### src/rtl/alu_op_sequencer.sv
`default_nettype none
// ============================================================================
// Module   : alu_op_sequencer
// Brief    : Multi-cycle sequencer for the logic-ALU + single-read-port register
//            file datapath. Optional macro SAME_SRC_SKIP_EN skips the second
//            register read when both source registers are the same.
// Revision : 1.0 - initial release
// ============================================================================
module alu_op_sequencer #(
  parameter int DATA_W = 8,
  parameter int ADDR_W = 3,
  parameter int OP_W   = 2
) (
  input  logic              clk,
  input  logic              rst_n,
  input  logic              in_valid,
  output logic              in_ready,
  input  logic              in_imm,
  input  logic [OP_W-1:0]   in_opcode,
  input  logic [ADDR_W-1:0] in_dst,
  input  logic [ADDR_W-1:0] in_src_a,
  input  logic [ADDR_W-1:0] in_src_b,
  input  logic [DATA_W-1:0] in_imm_a,
  input  logic [DATA_W-1:0] in_imm_b,
  output logic [ADDR_W-1:0] rf_read_addr,
  input  logic [DATA_W-1:0] rf_read_data,
  output logic [DATA_W-1:0] alu_a,
  output logic [DATA_W-1:0] alu_b,
  output logic [OP_W-1:0]   alu_opcode,
  output logic [ADDR_W-1:0] rf_write_addr,
  output logic              rf_write_en,
  output logic              done,
  output logic              busy
);

  typedef enum logic [1:0] {
    S_IDLE = 2'd0,
    S_RD_A = 2'd1,
    S_RD_B = 2'd2,
    S_WB   = 2'd3
  } state_t;

  state_t             r_state;
  state_t             w_next;
  logic [OP_W-1:0]    r_op;
  logic [ADDR_W-1:0]  r_dst;
  logic [ADDR_W-1:0]  r_src_a;
  logic [ADDR_W-1:0]  r_src_b;
  logic [ADDR_W-1:0]  r_rd_addr;
  logic [DATA_W-1:0]  r_a;
  logic [DATA_W-1:0]  r_b;
  logic               w_accept;
  logic               w_skip;

  assign w_accept = in_valid && (r_state == S_IDLE);

`ifdef SAME_SRC_SKIP_EN
  // One read serves both operands when the sources match.
  assign w_skip = (r_src_a == r_src_b);
`else
  assign w_skip = 1'b0;
`endif

  always_ff @(posedge clk or negedge rst_n) begin
    if (!rst_n) begin
      r_state <= S_IDLE;
    end else begin
      r_state <= w_next;
    end
  end

  always_comb begin
    w_next = r_state;
    case (r_state)
      S_IDLE: begin
        if (w_accept) begin
          w_next = in_imm ? S_WB : S_RD_A;
        end
      end
      S_RD_A:  w_next = w_skip ? S_WB : S_RD_B;
      S_RD_B:  w_next = S_WB;
      S_WB:    w_next = S_IDLE;
      default: w_next = S_IDLE;
    endcase
  end

  always_ff @(posedge clk or negedge rst_n) begin
    if (!rst_n) begin
      r_op      <= '0;
      r_dst     <= '0;
      r_src_a   <= '0;
      r_src_b   <= '0;
      r_rd_addr <= '0;
      r_a       <= '0;
      r_b       <= '0;
    end else begin
      case (r_state)
        S_IDLE: begin
          if (w_accept) begin
            r_op    <= in_opcode;
            r_dst   <= in_dst;
            r_src_a <= in_src_a;
            r_src_b <= in_src_b;
            if (in_imm) begin
              r_a <= in_imm_a;
              r_b <= in_imm_b;
            end
          end
        end
        S_RD_A: begin
          r_a       <= rf_read_data;
          r_rd_addr <= r_src_a;
          if (w_skip) begin
            r_b <= rf_read_data;
          end
        end
        S_RD_B: begin
          r_b       <= rf_read_data;
          r_rd_addr <= r_src_b;
        end
        default: begin
        end
      endcase
    end
  end

  // Read address follows the active read state, otherwise holds the last one used.
  always_comb begin
    rf_read_addr = r_rd_addr;
    if (r_state == S_RD_A) begin
      rf_read_addr = r_src_a;
    end else if (r_state == S_RD_B) begin
      rf_read_addr = r_src_b;
    end
  end

  assign in_ready      = (r_state == S_IDLE);
  assign busy          = (r_state != S_IDLE);
  assign rf_write_en   = (r_state == S_WB);
  assign done          = (r_state == S_WB);
  assign alu_a         = r_a;
  assign alu_b         = r_b;
  assign alu_opcode    = r_op;
  assign rf_write_addr = r_dst;

endmodule
`default_nettype wire

### config.mk
export PLATFORM = sky130hd
export DESIGN_NAME = alu_op_sequencer
export DESIGN_NICKNAME = d
export VERILOG_FILES = /design/src/rtl/alu_op_sequencer.sv
export SDC_FILE = /design/constraint.sdc
export NUM_CORES = 1
export LEC_CHECK = 0
export CAP_MARGIN = 10
export CELL_PAD_IN_SITES_DETAIL_PLACEMENT = 0
export CELL_PAD_IN_SITES_GLOBAL_PLACEMENT = 1
export CORE_ASPECT_RATIO = 1.4
export CORE_MARGIN = 2
export CORE_UTILIZATION = 30
export CTS_CLUSTER_DIAMETER = 150
export DETAILED_ROUTE_END_ITERATION = 10
export PLACE_DENSITY_LB_ADDON = 0.1
export RECOVER_POWER = 25
export SKIP_LAST_GASP = 1
export SYNTH_ARGS = -nofsm -noshare
export SYNTH_HDL_FRONTEND = slang
export SYNTH_SLANG_ARGS = --single-unit
### constraint.sdc
create_clock -name clk -period 1.51 [get_ports clk]
set_input_delay 0.453 -clock clk [delete_from_list [all_inputs] [get_ports clk]]
set_output_delay 0.453 -clock clk [all_outputs]
set_load 0.02 [all_outputs]
==> qor_table.md, run 1 <==
| Item | This run | Unit |
|:---|:---|:---|
| Min-delay worst type | flip-flop to flip-flop | - |
| Number of synthesized flops with an enable pin | 0 | - |
| Mean post-synth cell area | 13.6 | um^2 |
| Highest-delay cell along the critical path | dfrtp_1 | - |
| Hold buffer count at cts | 0 | - |
| Clock Skews | 0.00368 | ns |
| Number of global-route vias before repair | 1394 | - |
| Cell repeated most along the worst path | buf_6 | - |
| Share of synthesized flip-flops with an asynchronous set or reset | 100 | % |
| Count of port buffers added during placement | 66 | - |
| Vertical die dimension | 91.4 | um |
| Detailed-route via count | 1272 | - |
| Max-cap violations | 0 | - |
| FF-to-FF path depth | 8 | - |
| Worst setup path endpoint | rf_read_addr[0] | - |
| Launch point of the worst path | r_state[1]$_DFFE_PN0P_ | - |
| Starting Density | 31.3 | % |
| DP HPWL | 3.00 | mm |
| Slew Viols, Final | 0 | - |
| Setup slack of the worst register-to-register path | -0.27 | ns |
| WP buf/inv | 2 | - |
| Top-area cell type share of the netlist area | 48.9 | % |
| X dimension of the die | 66.4 | um |
| Drt first pass iters | 2 | - |
| Synthesized netlist net count | 164 | - |
| Final Critical Period | 1.92 | ns |
| Placeable core region | 0.00524 | mm^2 |
| Number of nets in the layout | 257 | - |
| Library cell used as clock root buffer | clkbuf_8 | - |
| Type of element launching the critical path | flip-flop | - |
| Number of instances in the synthesized netlist | 120 | - |
| DRC marker count from the first detailed-route iteration | 16 | - |
| Count of endpoints failing setup in the final report | 34 | - |
| Worst setup path class | flip-flop to primary output | - |
| Number of sinks driven by the clock tree | 32 | - |
| Final hold violation count | 0 | - |
| Share of post-route cells with drive strength above 1 | 49.3 | % |
| Clock-pin slew of the registers on the worst-case setup and hold paths | 0.06 | ns |
| Peak ir drop on the vdd network | 0.899 | mV |
| Initial antenna violation count | 0 | - |
| Count of unresolved DRC violations after routing | 0 | - |
| Global-route wire length before repair | 6.93 | mm |
| Inserted Diodes | 0 | - |
| Area growth from synthesis to final layout | 73.8 | % |
| Setup Total Neg Slack | -6.41 | ns |
| Startpoint of the most critical register-to-register path | r_state[1]$_DFFE_PN0P_ | - |
| Final design area excluding fillers | 0.00284 | mm^2 |
| Ys flop type | dfrtp_1 | - |
| Top post-synthesis cells by area | dfrtp_1, mux2_2, mux2i_1, ha_1, mux2_4 | - |
| Filler Cells Inserted | 475 | - |
| Timing-limited maximum frequency | 0.522 | GHz |
| Kind of end point of the critical path | primary output | - |
| Synthesis-stage register bit count | 32 | - |
| Placed cell area | 0.00258 | mm^2 |
| Synthesis warning total | 0 | - |
| Overall global routing resource usage | 15.1 | % |
| Period utilisation layout | 127 | % |
| Later-pin clock latency in the skew report | 0.28 | ns |
| Largest buffer count on any clock path | 2 | - |
| Post-layout worst setup margin | -0.406 | ns |
| Post-placement worst setup slack | -0.572 | ns |
| Hold_sp | alu_a[4]$_DFFE_PN0P_ | - |
| Leakage Power | 1.26 | nW |
| Power density over the cells | 2360 | mW/mm^2 |
| RSZ-0062 raised after global routing | true | - |
| Via density per instance | 4.56 | - |
| Cell area after synthesis | 0.00164 | mm^2 |
| Netlist cell types | 17 | - |
| Most used standard cells in the synthesized netlist | mux2_2, dfrtp_1, mux2i_1 | - |
| Logic depth of the worst path, buffers included | 5 | - |
| Final routed wirelength across all metal layers | 4.19 | mm |
| CTS H-Tree Depth | 2 | - |
| Post-Route Hold Slack | 0.504 | ns |
| Total I/O pin count | 67 | - |
| Category of cells accounting for the largest share of critical-path delay | flip-flops | - |
| CTS tree | done | - |
| Run status | finished with violations | - |
| Count leader, synth | mux2_2 | - |
| Maximum fanout encountered on the critical timing path | 6 | - |
| Critical path data required time | 1.06 | ns |
| R2R Path End | alu_b[4]$_DFFE_PN0P_ | - |
| ANT nets after route | 0 | - |
| Slew at the pin closest to its max-slew limit | 0.820 | ns |
| Sum of overflow across all layers after global routing | 0 | - |
| Slew HR | 45.3 | % |
| Number of CTS-inserted buffers | 5 | - |
| Pin count of the biggest net entering global routing | 33 | - |
| Final RePlAce weighted congestion | 0.726 | - |
| Sequential-to-total area share from yosys stat | 48.9 | % |
| Num rows | 31 | - |
| Arrival @ worst endpoint | 1.46 | ns |
| Ordered cell list for the critical path | buf_6, ha_4, mux2i_2, o21ai_2, buf_6 | - |
| Delay of the slowest cell on the worst path | 0.42 | ns |
| Violated checks | setup timing | - |
| Average detailed-routed wire length per instance | 15.0 | um |
| Total Die Area | 0.00607 | mm^2 |
| Synth area leader | dfrtp_1 | - |
-- repair_timing --
item                                    in CTS  in global routing
endpoints found under the setup margin      57                 36
buffers inserted                             3                  5
pin swaps                                    5                  5
cloned                                       1                  0
resized for setup                           96                  7
hold endpoints to repair                     0                  0
-- per-stage QoR --
step | cells | total power, mW | util, %
3_5_place_dp | 267 | 5.61 | 49.3
4_1_cts | 277 | 6.68 | 53.9
6_report | 279 | 6.70 | 54.3
5_1_grt | 279 | 7.13 | 54.3
3_3_place_gp | 267 | 5.51 | 49.3
2_1_floorplan | 120 | 3.91 | -
-- worst min-delay path by stage --
stage | end | slack [ns] | cells after the start
floorplan | alu_a[0]$_DFFE_PN0P_ | 0.16 | 0
global placement | alu_a[2]$_DFFE_PN0P_ | 0.49 | 1
detailed placement | alu_a[7]$_DFFE_PN0P_ | 0.50 | 1
CTS | alu_a[3]$_DFFE_PN0P_ | 0.51 | 1
global route | alu_a[0]$_DFFE_PN0P_ | 0.52 | 1
finish | alu_a[4]$_DFFE_PN0P_ | 0.50 | 1
-- metal layers --
metal  GRT usage [%]  vias up  share of wire, %
met1            17.2      616                38
met3            4.46        5               7.1
met2            26.0       46                53
met5               0        -                 0
li1                -      605                 -
met4            5.61        0               1.6
-- layout by cell type, fill, tap and decap left out, drive strengths merged --
master	instances
mux2	43
clkdlybuf4s50	38
buf	33
dfrtp	32
dlygate4sd2	21
mux2i	7
clkbuf	7
nand2	6
a21oi	6
ha	5
o21ai	4
inv	3
nor2	3
nand2b	2
nor2b	1
nor3	1
clkinv	1
-- power breakdown --
group | internal [mW] | switching, mW
registers | 1.33 | 0.271
clock network | 0.313 | 0.301
logic | 2.57 | 1.92
total | 4.21 | 2.49
-- worst register-to-register path: stages (launching register included) --
cell	delay [ns]
dfrtp_1	0.41
buf_6	0.13
ha_4	0.19
buf_4	0.14
buf_12	0.13
nand2b_4	0.06
a21oi_4	0.14
buf_12	0.15
mux2_4	0.30
-- flip-flops by register name (all words and copies together) (netlist names) --
name,cells
r_src_b,3
alu_a,8
alu_b,8
rf_write_addr,3
r_rd_addr,3
r_src_a,3
alu_opcode,2
r_state,2
-- cells by family after synthesis --
kind of cell | count (synthesis) | synth area share [%]
muxes | 50 | 34.8
buffers and inverters | 10 | 4.51
DFF | 32 | 48.9
and+or+nand+nor | 13 | 3.52
adders and majority gates | 5 | 3.82
AOI/OAI and AO/OA | 10 | 4.43
-- final cells by class --
type | instances | area (um^2) | share of cell area [%]
Timing Repair Buffer | 93 | 928 | 32.6
Clock inverter | 1 | 5.00 | 0.176
Tap cell | 66 | 82.6 | 2.90
Sequential cell | 32 | 802 | 28.2
Clock buffer | 6 | 72.6 | 2.55
Inverter | 3 | 11.3 | 0.396
Multi-Input combinational cell | 78 | 942 | 33.1
No activity file was read; power rests on OpenSTA's default activity.
==> run 2: changes to the inputs <==
--- a/config.mk
+++ b/config.mk
@@ -13,9 +13,11 @@
 export CORE_UTILIZATION = 30
 export CTS_CLUSTER_DIAMETER = 150
 export DETAILED_ROUTE_END_ITERATION = 10
+export HOLD_SLACK_MARGIN = 0.06
 export PLACE_DENSITY_LB_ADDON = 0.1
 export RECOVER_POWER = 25
 export SKIP_LAST_GASP = 1
 export SYNTH_ARGS = -nofsm -noshare
 export SYNTH_HDL_FRONTEND = slang
 export SYNTH_SLANG_ARGS = --single-unit
+export TNS_END_PERCENT = 5
==> qor_table.md, run 2 (synthesis gave the netlist of run 1 again) <==
| Item | This run | Unit | vs previous |
|:---|:---|:---|:---|
| Overall global routing resource usage | 13.7 | % | was 15.1% |
| Violated checks | setup timing | - | unchanged |
| Pin count of the biggest net entering global routing | 33 | - | unchanged |
| Share of post-route cells with drive strength above 1 | 42.0 | % | was 49.3% |
| Commonest non-fill, non-tap cells in the layout | clkdlybuf4s50_1, mux2_2, dfrtp_1, buf_4 | - | was clkdlybuf4s50_1, dfrtp_1, mux2_2, dlygate4sd2_1, mux2_4 |
| Starting Density | 31.3 | % | unchanged |
| Global-route wire length before repair | 6.27 | mm | was 6.93 mm |
| Largest buffer count on any clock path | 2 | - | unchanged |
| Slew Viols, Final | 0 | - | unchanged |
| Later-pin clock latency in the skew report | 0.28 | ns | about the same |
| Post-layout worst setup margin | -0.335 | ns | was -0.406 ns |
| Kind of end point of the critical path | primary output | - | unchanged |
| Type of element launching the critical path | flip-flop | - | unchanged |
| Highest-delay cell along the critical path | dfrtp_2 | - | was dfrtp_1 |
| WP buf/inv | 3 | - | was 2 |
| Vertical die dimension | 91.4 | um | unchanged |
| Inserted Diodes | 0 | - | unchanged |
| Slew at the pin closest to its max-slew limit | 0.800 | ns | was 0.820 ns |
| Ordered cell list for the critical path | inv_2, ha_2, buf_4, o21ai_2, buf_6 | - | was buf_6, ha_4, mux2i_2, o21ai_2, buf_6 |
| X dimension of the die | 66.4 | um | unchanged |
| Total I/O pin count | 67 | - | unchanged |
| DP HPWL | 2.98 | mm | was 3.00 mm |
| Initial antenna violation count | 0 | - | unchanged |
| Clock-pin slew of the registers on the worst-case setup and hold paths | 0.06 | ns | about the same |
| Routed metal-1 wirelength | 1.44 | mm | was 1.60 mm |
| Worst setup path class | flip-flop to primary output | - | unchanged |
| Final Critical Period | 1.85 | ns | was 1.92 ns |
| Min-delay worst type | flip-flop to flip-flop | - | unchanged |
| Startpoint of the most critical register-to-register path | r_state[1]$_DFFE_PN0P_ | - | unchanged |
| Post-Route Hold Slack | 0.505 | ns | was 0.504 ns |
| Count of endpoints failing setup in the final report | 57 | - | was 34 |
| Number of CTS-inserted buffers | 5 | - | unchanged |
| Clock Skews | 0.00975 | ns | was 0.00368 ns |
| Category of cells accounting for the largest share of critical-path delay | flip-flops | - | unchanged |
| Final RePlAce weighted congestion | 0.708 | - | was 0.726 |
| Sum of overflow across all layers after global routing | 0 | - | unchanged |
| Average detailed-routed wire length per instance | 14.4 | um | was 15.0 um |
| Setup Total Neg Slack | -10.01 | ns | was -6.41 ns |
| Placeable core region | 0.00524 | mm^2 | unchanged |
| Most common cell after layout, fill and taps aside | clkdlybuf4s50_1 | - | unchanged |
| Number of nets in the layout | 250 | - | was 257 |
| Via density per instance | 4.54 | - | was 4.56 |
| Highest metal layer used by the detailed router | met4 | - | unchanged |
| Peak ir drop on the vdd network | 1.12 | mV | was 0.899 mV |
| Worst Hold Depth | 1 | - | unchanged |
| Leakage Power | 1.12 | nW | was 1.26 nW |
| DRC marker count from the first detailed-route iteration | 18 | - | was 16 |
| Hold_sp | alu_a[0]$_DFFE_PN0P_ | - | was alu_a[4]$_DFFE_PN0P_ |
| Arrival @ worst endpoint | 1.39 | ns | was 1.46 ns |
| FF-to-FF path depth | 7 | - | was 8 |
| Total Die Area | 0.00607 | mm^2 | unchanged |
| Run status | finished with violations | - | unchanged |
| Delay of the slowest cell on the worst path | 0.42 | ns | about the same |
| End of the worst hold path | alu_a[0]$_DFFE_PN0P_ | - | was alu_a[4]$_DFFE_PN0P_ |
| Area growth from synthesis to final layout | 62.8 | % | was 73.8% |
| Power density over the cells | 2370 | mW/mm^2 | was 2360 mW/mm^2 |
| Maximum fanout encountered on the critical timing path | 6 | - | unchanged |
| CTS tree | done | - | unchanged |
| Critical path data required time | 1.06 | ns | about the same |
| Timing-limited maximum frequency | 0.542 | GHz | was 0.522 GHz |
| ANT nets after route | 0 | - | unchanged |
| Detailed-route via count | 1240 | - | was 1272 |
| RSZ-0062 raised after global routing | true | - | unchanged |
| Hold buffer count at cts | 0 | - | unchanged |
| CTS H-Tree Depth | 2 | - | unchanged |
| Slew HR | 46.6 | % | was 45.3% |
| Setup slack of the worst register-to-register path | -0.29 | ns | was -0.27 ns |
| Final hold violation count | 0 | - | unchanged |
| Wire length on met2 | 2.23 | mm | was 2.21 mm |
| Max-cap violations | 0 | - | unchanged |
| Library cell used as clock root buffer | clkbuf_8 | - | unchanged |
| Drt first pass iters | 3 | - | was 2 |
| Count of port buffers added during placement | 66 | - | unchanged |
| Period utilisation layout | 122 | % | was 127% |
| R2R Path End | alu_a[1]$_DFFE_PN0P_ | - | was alu_b[4]$_DFFE_PN0P_ |
| Number of global-route vias before repair | 1327 | - | was 1394 |
| Num rows | 31 | - | unchanged |
| Number of sinks driven by the clock tree | 32 | - | unchanged |
| Count of unresolved DRC violations after routing | 0 | - | unchanged |
| Final routed wirelength across all metal layers | 3.93 | mm | was 4.19 mm |
| Amount of wire on met3 after detailed routing | 237 | um | was 299 um |
## run 2: cell types whose count changed in the layout (fill, tap and decap cells not counted), sizes merged
cell and change:
buf -10, bufinv +1, clkbuf +1, clkdlybuf4s50 +21
clkinv -1, dlygate4sd2 -18
## run 2: area by class of cell
type	instances	area (um^2)
inverters	3	11.3
multi-input cells	78	803
well taps	66	82.6
clock buffers	7	96.3
clock inverters	1	30.0
fillers	478	2570
repair buffers	86	838
flip-flops and latches	32	802
## run 2: power breakdown
group | switching (mW) | internal (mW)
Combinational | 1.69 | 2.15
Clock | 0.308 | 0.582
Sequential | 0.256 | 1.32
## run 2: worst max path at each step
stage	start	endpoint	cells past startpoint
floorplan	r_state[0]$_DFFE_PN0P_	rf_read_addr[0]	6
detailed placement	r_state[1]$_DFFE_PN0P_	rf_read_addr[0]	5
global route	r_state[1]$_DFFE_PN0P_	rf_read_addr[2]	5
global placement	r_state[1]$_DFFE_PN0P_	rf_read_addr[2]	5
finish	r_state[1]$_DFFE_PN0P_	rf_read_addr[0]	5
CTS	r_state[1]$_DFFE_PN0P_	rf_read_addr[0]	5
## run 2: per-layer routing
layer | vias to the layer above | GRT usage (%)
li1 | 588 | -
met1 | 600 | 14.2
met2 | 50 | 25.5
met3 | 2 | 3.97
met4 | 0 | 4.59
met5 | - | 0
## run 2: repair_timing
action                                  CTS  global route
endpoints found under the setup margin   57            57
pin swaps                                 1             0
setup buffers                             1             0
resized for setup                        25             2
cloned                                    0             0
## run 2: stage by stage
| stage | setup WS (ns) | utilization (%) | cell area (um^2) | instances | total power [mW] |
|---|---|---|---|---|---|
| final | -0.335 | 50.9 | 2660 | 273 | 6.31 |
| after global placement | -0.579 | 48.6 | 2550 | 264 | 5.40 |
| after global routing | -0.419 | 50.9 | 2660 | 273 | 6.74 |
| after detailed placement | -0.600 | 48.6 | 2550 | 264 | 5.52 |
| after CTS | -0.358 | 51.0 | 2670 | 273 | 6.41 |
| after floorplan | -0.174 | - | 1680 | 120 | 3.85 |
==> run 3: changes to the inputs <==
--- a/config.mk
+++ b/config.mk
@@ -10,9 +10,10 @@
 export CELL_PAD_IN_SITES_GLOBAL_PLACEMENT = 1
 export CORE_ASPECT_RATIO = 1.4
 export CORE_MARGIN = 2
-export CORE_UTILIZATION = 30
+export CORE_UTILIZATION = 35
 export CTS_CLUSTER_DIAMETER = 150
 export DETAILED_ROUTE_END_ITERATION = 10
+export DONT_BUFFER_PORTS = 1
 export HOLD_SLACK_MARGIN = 0.06
 export PLACE_DENSITY_LB_ADDON = 0.1
 export RECOVER_POWER = 25
==> qor_table.md, run 3 (synthesis gave the netlist of run 1 again) <==
| Item | This run | Unit | vs previous |
|:---|:---|:---|:---|
| WP buf/inv | 1 | - | was 3 |
| Overall global routing resource usage | 14.1 | % | was 13.7% |
| Setup Total Neg Slack | -7.96 | ns | was -10.01 ns |
| Global-route wire length before repair | 5.36 | mm | was 6.27 mm |
| RSZ-0062 raised after global routing | true | - | unchanged |
| Slew Viols, Final | 0 | - | unchanged |
| Total Die Area | 0.00525 | mm^2 | was 0.00607 mm^2 |
| Final design area excluding fillers | 0.00205 | mm^2 | was 0.00266 mm^2 |
| Drt first pass iters | 2 | - | was 3 |
| Share of post-route cells with drive strength above 1 | 57.0 | % | was 42.0% |
| Part of the total power dissipated in combinational logic | 50.7 | % | was 60.8% |
| Power density over the cells | 2660 | mW/mm^2 | was 2370 mW/mm^2 |
| Clock Skews | 0.00461 | ns | was 0.00975 ns |
| Starting Density | 36.4 | % | was 31.3% |
| Type of element launching the critical path | flip-flop | - | unchanged |
| Highest-delay cell along the critical path | dfrtp_1 | - | was dfrtp_2 |
| Kind of end point of the critical path | primary output | - | unchanged |
| X dimension of the die | 61.8 | um | was 66.4 um |
| Final Critical Period | 1.87 | ns | was 1.85 ns |
| Num rows | 29 | - | was 31 |
| Switching Share | 40.0 | % | was 35.7% |
| Post-Route Hold Slack | 0.322 | ns | was 0.505 ns |
| Library cell used as clock root buffer | clkbuf_8 | - | unchanged |
| Number of nets in the layout | 185 | - | was 250 |
| Run status | finished with violations | - | unchanged |
| Initial antenna violation count | 0 | - | unchanged |
| Most common cell after layout, fill and taps aside | mux2_2 | - | was clkdlybuf4s50_1 |
| DRC marker count from the first detailed-route iteration | 25 | - | was 18 |
| Min-delay worst type | primary input to flip-flop | - | was flip-flop to flip-flop |
| Post-layout worst setup margin | -0.358 | ns | was -0.335 ns |
| Largest buffer count on any clock path | 2 | - | unchanged |
| Final hold violation count | 0 | - | unchanged |
| Arrival @ worst endpoint | 1.42 | ns | was 1.39 ns |
| DP HPWL | 2.46 | mm | was 2.98 mm |
| Slew HR | 49.7 | % | was 46.6% |
| Timing-limited maximum frequency | 0.535 | GHz | was 0.542 GHz |
| CTS tree | done | - | unchanged |
| Clock Power Share | 12.2 | % | was 14.1% |
| Reg power frac | 37.1 | % | was 25.1% |
| Area growth from synthesis to final layout | 25.0 | % | was 62.8% |
| Final RePlAce weighted congestion | 0.814 | - | was 0.708 |
| Critical path data required time | 1.06 | ns | about the same |
| Count of port buffers added during placement | 0 | - | was 66 |
| Final routed wirelength across all metal layers | 3.36 | mm | was 3.93 mm |
| Category of cells accounting for the largest share of critical-path delay | flip-flops | - | unchanged |
| Pin count of the biggest net entering global routing | 33 | - | unchanged |
| Number of CTS-inserted buffers | 5 | - | unchanged |
| Number of sinks driven by the clock tree | 32 | - | unchanged |
| Sum of overflow across all layers after global routing | 0 | - | unchanged |
| Maximum fanout encountered on the critical timing path | 6 | - | unchanged |
| Ordered cell list for the critical path | buf_6, ha_4, mux2i_4, o21ai_4 | - | was inv_2, ha_2, buf_4, o21ai_2, buf_6 |
| Average detailed-routed wire length per instance | 16.5 | um | was 14.4 um |
| Later-pin clock latency in the skew report | 0.27 | ns | was 0.28 ns |
| Violated checks | setup timing | - | unchanged |
| Leakage Power | 0.846 | nW | was 1.12 nW |
| Inserted Diodes | 0 | - | unchanged |
| Vertical die dimension | 84.9 | um | was 91.4 um |
| Worst setup path class | flip-flop to primary output | - | unchanged |
| Detailed-route via count | 1004 | - | was 1240 |
| ANT nets after route | 0 | - | unchanged |
| Period utilisation layout | 124 | % | was 122% |
| Final core utilization | 45.5 | % | was 50.9% |
| Total I/O pin count | 67 | - | unchanged |
| Slew at the pin closest to its max-slew limit | 0.754 | ns | was 0.800 ns |
| Cell-internal power | 3.27 | mW | was 4.05 mW |
| Max-cap violations | 0 | - | unchanged |
| Delay of the slowest cell on the worst path | 0.41 | ns | was 0.42 ns |
| Via density per instance | 4.92 | - | was 4.54 |
| Sw power | 2.18 | mW | was 2.25 mW |
| Count of unresolved DRC violations after routing | 0 | - | unchanged |
| Placeable core region | 0.00450 | mm^2 | was 0.00524 mm^2 |
| CTS H-Tree Depth | 2 | - | unchanged |
| Commonest non-fill, non-tap cells in the layout | mux2_2, dfrtp_1, buf_4, nand2_1, clkbuf_8 | - | was clkdlybuf4s50_1, mux2_2, dfrtp_1, buf_4 |
| Count of endpoints failing setup in the final report | 36 | - | was 57 |
| Peak ir drop on the vdd network | 0.973 | mV | was 1.12 mV |
| Placed cell area | 0.00184 | mm^2 | was 0.00255 mm^2 |
| Number of global-route vias before repair | 1112 | - | was 1327 |
| Clock-pin slew of the registers on the worst-case setup and hold paths | 0.06 | ns | about the same |
==> run 3: final cells by class <==
type / count / area, um^2
clock buffer: 8 / 90.1
fill: 449 / 2450
inverter: 3 / 11.3
multi-input combinational: 78 / 851
sequential: 32 / 801
tap: 62 / 77.6
timing repair buffer: 21 / 215
==> run 3: worst paths after layout <==
| kind | endpoint | slack [ns] | start | cells past startpoint |
|---|---|---|---|---|
| setup / recovery | rf_read_addr[0] | -0.36 | r_state[1]$_DFFE_PN0P_ | 4 |
| hold / removal | r_src_a[1]$_DFFE_PN0P_ | 0.32 | in_src_a[1] | 1 |
| setup reg to reg | alu_b[6]$_DFFE_PN0P_ | -0.29 | r_state[0]$_DFFE_PN0P_ | 7 |
| hold reg to reg | r_src_a[0]$_DFFE_PN0P_ | 0.54 | r_src_a[0]$_DFFE_PN0P_ | 1 |
| max in group asynchronous | alu_a[1]$_DFFE_PN0P_ | 0.22 | rst_n | 2 |
| min in group asynchronous | alu_opcode[1]$_DFFE_PN0P_ | 0.81 | rst_n | 2 |
==> run 3: repair_timing <==
item,in CTS,in global routing
hold buffers,2,0
endpoints found under the hold margin,32,0
pin swaps,2,1
endpoints found under the setup margin,25,36
buffers inserted,5,0
resized for setup,8,2
==> run 3: per-layer routing <==
layer | track usage [%] | share of wire [%]
met5 | 0 | 0
met1 | 16.7 | 38
met3 | 5.49 | 9.1
met4 | 5.80 | 1.1
met2 | 22.3 | 52
==> run 3: stage by stage <==
step                setup WS, ns  total power, mW  std cells
finish                    -0.358             5.45        204
CTS                       -0.360             5.50        204
global route              -0.411             5.83        204
global placement          -0.166             4.48        189
floorplan                 -0.174             3.85        120
detailed placement        -0.204             4.54        189
==> run 3: worst reg2reg max path, stage by stage (launching register included) <==
cell and delay, ns:
dfrtp_1 0.43, inv_2 0.11, buf_4 0.11, ha_1 0.14, nor2b_1 0.39, a21oi_4 0.06, buf_12 0.16, mux2_4 0.29
==> run 3: power by group through the flow <==
stage                     Clock (mW)  Sequential (mW)  Combinational (mW)
after global routing           0.741             2.09                3.00
after floorplan                    0             1.92                1.93
after global placement             0             2.00                2.48
final                          0.664             2.02                2.76
after detailed placement           0             2.01                2.53
after CTS                      0.700             2.02                2.78
